**src/rtl/oam_dma_ctrl.sv**
```systemverilog
// OAM DMA controller and system-bus arbiter: a CPU write to DMA_REG_ADDR copies XFER_LEN bytes
// from {src,8'h00} into OAM, one byte per ce. Optional macro: OAM_DMA_ECHO_REMAP_EN.
module oam_dma_ctrl #(
   parameter logic [15:0] DMA_REG_ADDR = 16'hFF46,
   parameter int unsigned XFER_LEN     = 160
) (
   input  logic        clk,
   input  logic        rst,
   input  logic        ce,
   input  logic [15:0] cpu_addr,
   input  logic        cpu_write,
   input  logic [7:0]  cpu_d_out,
   output logic [7:0]  cpu_d_in,
   output logic [15:0] bus_addr,
   output logic        bus_write,
   input  logic [7:0]  bus_rd_data,
   output logic [7:0]  oam_addr,
   output logic        oam_we,
   output logic [7:0]  oam_wdata,
   output logic        dma_busy
);

   typedef enum logic [1:0] {StIdle, StStart, StXfer} state_e;

   localparam logic [7:0] LastIdx = 8'(XFER_LEN - 1);

   state_e     state_q;
   logic [7:0] src_q;
   logic [7:0] idx_q;
   logic       busy_q;

   logic       reg_sel;
   logic       reg_wr;
   logic       io_page;
   logic [7:0] src_eff;

   assign reg_sel = (cpu_addr == DMA_REG_ADDR);
   assign reg_wr  = ce & cpu_write & reg_sel;
   assign io_page = (cpu_addr[15:8] == 8'hFF);

`ifdef OAM_DMA_ECHO_REMAP_EN
   // Echo RAM (E0-FF) folds onto WRAM (C0-DF) by clearing bit 5.
   assign src_eff = (src_q >= 8'hE0) ? {src_q[7:6], 1'b0, src_q[4:0]} : src_q;
`else
   assign src_eff = src_q;
`endif

   // A register write wins over every state so a busy transfer restarts cleanly.
   always_ff @(posedge clk or posedge rst) begin
      if (rst) begin
         state_q <= StIdle;
         src_q   <= 8'h00;
         idx_q   <= 8'h00;
         busy_q  <= 1'b0;
      end else if (ce) begin
         if (reg_wr) begin
            src_q   <= cpu_d_out;
            idx_q   <= 8'h00;
            state_q <= StStart;
            busy_q  <= 1'b1;
         end else begin
            unique case (state_q)
               StStart: begin
                  state_q <= StXfer;
               end
               StXfer: begin
                  if (idx_q == LastIdx) begin
                     state_q <= StIdle;
                     idx_q   <= 8'h00;
                     busy_q  <= 1'b0;
                  end else begin
                     idx_q <= idx_q + 8'd1;
                  end
               end
               default: begin
               end
            endcase
         end
      end
   end

   always_comb begin
      bus_addr  = cpu_addr;
      bus_write = cpu_write;
      cpu_d_in  = bus_rd_data;
      unique case (state_q)
         StStart: begin
            if (!io_page) begin
               bus_write = 1'b0;
               cpu_d_in  = 8'hFF;
            end
         end
         StXfer: begin
            // DMA owns the bus, so even IO reads see open-bus.
            bus_addr  = {src_eff, idx_q};
            bus_write = 1'b0;
            cpu_d_in  = 8'hFF;
         end
         default: begin
         end
      endcase
      if (reg_sel) begin
         cpu_d_in = src_q;
      end
   end

   assign oam_we    = (state_q == StXfer) & ce;
   assign oam_addr  = idx_q;
   assign oam_wdata = oam_we ? bus_rd_data : 8'h00;
   assign dma_busy  = busy_q;

endmodule

```
**config.mk**
```make
export PLATFORM = sky130hd
export DESIGN_NAME = oam_dma_ctrl
export DESIGN_NICKNAME = d
export VERILOG_FILES = /design/src/rtl/oam_dma_ctrl.sv
export SDC_FILE = /design/constraint.sdc
export NUM_CORES = 1
export LEC_CHECK = 0
export ABC_AREA = 1
export CORE_MARGIN = 1
export CORE_UTILIZATION = 30
export CTS_CLUSTER_SIZE = 8
export DETAILED_ROUTE_END_ITERATION = 16
export GPL_TIMING_DRIVEN = 0
export SLEW_MARGIN = 20
export SYNTH_ARGS = -nofsm -noshare
export SYNTH_HDL_FRONTEND = slang
export SYNTH_SLANG_ARGS = --single-unit
```
**constraint.sdc**
```tcl
create_clock -name clk -period 2.42 [get_ports clk]
set_clock_uncertainty 0.05 [all_clocks]
set_input_delay 0.363 -clock clk [delete_from_list [all_inputs] [get_ports clk]]
set_output_delay 0.363 -clock clk [all_outputs]
set_load 0.05 [all_outputs]
```
==> results.toml <==
[status]
run_status = "finished, final reports clean"

[synthesis]
ys_types = 30
yosys.area_share.adder = 0.02508
ys_seq_area_frac = 0.3177
yosys-mux-area-fraction = 0
synth_top_family_by_area = "simple AND/OR/NAND/NOR gates"
syn_area_sq_um = 1496
syn_inst = 218
synth_compound_area_frac = 0.1948
synth.ff_latch_count = 19
synthXorXnorAreaFrac = 0.02341
ys_warn_count = 0
synth_nets = 257
synth_area_per_cell_sq_um = 6.864
synth-simple-area-share = 0.3027

[sta]
rsz0062_at_grt = "true"
whs_ns = 0.4459
fin_crit_sh = 0.9712
worst_slack_ns = 0.06968
final_hold_viol_count = 0
slew_violations = 0
relSlewSlack = 0.4934
tns_ns = 0
setup_viol = 0
period_needed_ns = 2.350
fmax_ghz = 0.4255
tightest_slew_ns = 0.7590

[drt]
vias_per_cell = 4.591
post_drt_wl_per_cell_microns = 12.75
drt_iter0_markers = 73
drc = 0
firstDrtPassIters = 5
num_vias = 1694
drt_wl_total_microns = 4704
ant_nets = 0

[setup_path]
path_max_fanout = 10
required_ns = 2.01
arrival_ns = 1.94
path_class = "in -> out"
setup.worst_path.start_class = "input port"
cp-end-kind = "output pin"

[cts]
clockBufferDepth = 2
numClockSinks = 19
hold_buffers = 0
cts_buffers = 3
insertion_delay_ns = 0.26
root_buffer = "clkbuf_8"
cts_tree = "built"
htreeDepth = 1
path_clk_slew_ns = 0.08

[place]
place_ws_ns = -0.5572
gp_congestion = 0.8256
placed_area_sq_um = 2361
numPortBuffers = 78
dp_hpwl_microns = 3651

[cells_and_area]
antenna_cells = 0
syn2layout_area_growth_pct = 58.86
drive_gt1_frac = 0.2185
final_common_cell = "nand2_1"
final_cell_area_sq_um = 2377
nets = 342
layout_common_cells = "nand2_1, clkdlybuf4s50_1, inv_1, o21ai_1, dfrtp_1"

[die]
design.die.area_sq_um = 5274
initial_core_util = 0.3147
chipWidth_microns = 72.63
rows = 25
pin_count = 79
core_area_sq_um = 4755
die_h_microns = 72.63

[power]
ir_worst_vdd_mv = 0.2146
p_per_area_nw_per_um2 = 336.3
total_power_w = 0.0007996
leakage_nw = 1.186

[global_route]
antenna_found_initial = 0
use_met2 = 0.2887
globalRouteOverflowTotal = 0
grt_use_met3 = 0.02348
grt_max_degree = 20
grtUsageTotal = 0.1892
grt_pass1_wl_microns = 7741
grt.busiest_layer = "met2"
met1_usage = 0.2852
grt_pass1_vias = 1564

[min_path]
hp-class = "reg -> reg"

[job]
max_cap_violations = 0
[registers in the layout (all words and copies together), names as in the netlist]
| signal | cells |
|---|---|
| oam_addr | 8 |
| dma_busy | 1 |
| src_eff | 8 |
| state_q | 2 |
[Yosys cell counts, drive strengths merged]
master	number	area, sq um
o22ai	2	18.77
a21boi	1	7.510
nand3	14	82.58
clkbuf	3	11.26
o21ai	35	182.7
dfrtp	19	475.5
nor3	3	15.01
nand4	4	25.02
ha	3	37.54
inv	38	145.1
nand2	56	230.2
o2111ai	7	67.56
buf	4	38.78
nor2	20	100.1
a21oi	3	15.01
clkinv	2	8.750
xor2	4	35.03
[power breakdown]
| group | switching [W] | internal [W] | leakage (nW) | total (W) |
|---|---|---|---|---|
| combinational | 0.000148 | 0.0000971 | 0.960 | 0.000245 |
| clock | 0.000113 | 0.000117 | 0.0228 | 0.000230 |
| sequential | 0.00000396 | 0.000320 | 0.203 | 0.000324 |
| total | 0.000265 | 0.000535 | 1.19 | 0.000800 |
[kinds of logic after synthesis]
kind of cell | count (synthesis)
compound gates | 48
xor+xnor | 4
fa+ha+maj | 3
buf+inv | 47
flops | 19
simple gates | 97
[critical path: stages]
cell and delay [ns]:
clkdlybuf4s50_1 0.48, nand4_1 0.16, nor2_4 0.17, buf_6 0.14, nand2_4 0.08, buf_6 0.15
o21ai_1 0.10, buf_2 0.28
[metrics by stage]
stage / util / cells
floorplan: - / 218
global placement: 0.4966 / 363
detailed placement: 0.4966 / 363
CTS: 0.5071 / 367
global route: 0.5000 / 369
finish: 0.5000 / 369
[routing by layer]
metal / routed length (microns) / vias up / share of wire
li1: - / 875 / -
met1: 2415 / 777 / 0.51
met2: 2112 / 38 / 0.45
met3: 135 / 4 / 0.029
met4: 40 / 0 / 0.0085
met5: 0 / - / 0
[what timing repair did]
| item | in CTS | in global routing |
|---|---|---|
| hold endpoints to repair | 0 | 0 |
| gates resized for setup | 121 | 31 |
| pin swaps | 0 | 1 |
| setup endpoints to repair | 34 | 27 |
| buffers inserted | 0 | 2 |
| gates cloned | 0 | 0 |
[cell type report]
type                            instances  area, sq um
Fill cell                             520         2377
Multi-Input combinational cell        152        827.0
Timing Repair Buffer                   80        734.5
Sequential cell                        19        475.5
Inverter                               40        157.7
Tap cell                               67        83.83
Buffer                                  7        53.80
Clock buffer                            4        45.04
[path summary, 6_finish.rpt]
kind,from,end,slack [ns],depth (start not counted)
worst min register to register,dma_busy$_DFFE_PP0P_,dma_busy$_DFFE_PP0P_,0.45,2
max in group asynchronous,rst,src_eff[0]$_DFFE_PP0P_,1.36,2
worst max register to register,oam_addr[1]$_DFFE_PP0P_,dma_busy$_DFFE_PP0P_,0.83,8
min in group asynchronous,rst,oam_addr[7]$_DFFE_PP0P_,0.49,2
worst max-delay path,cpu_addr[11],cpu_d_in[4],0.07,8
worst min-delay path,dma_busy$_DFFE_PP0P_,dma_busy$_DFFE_PP0P_,0.45,2
Power figures use the tool's default switching activity.
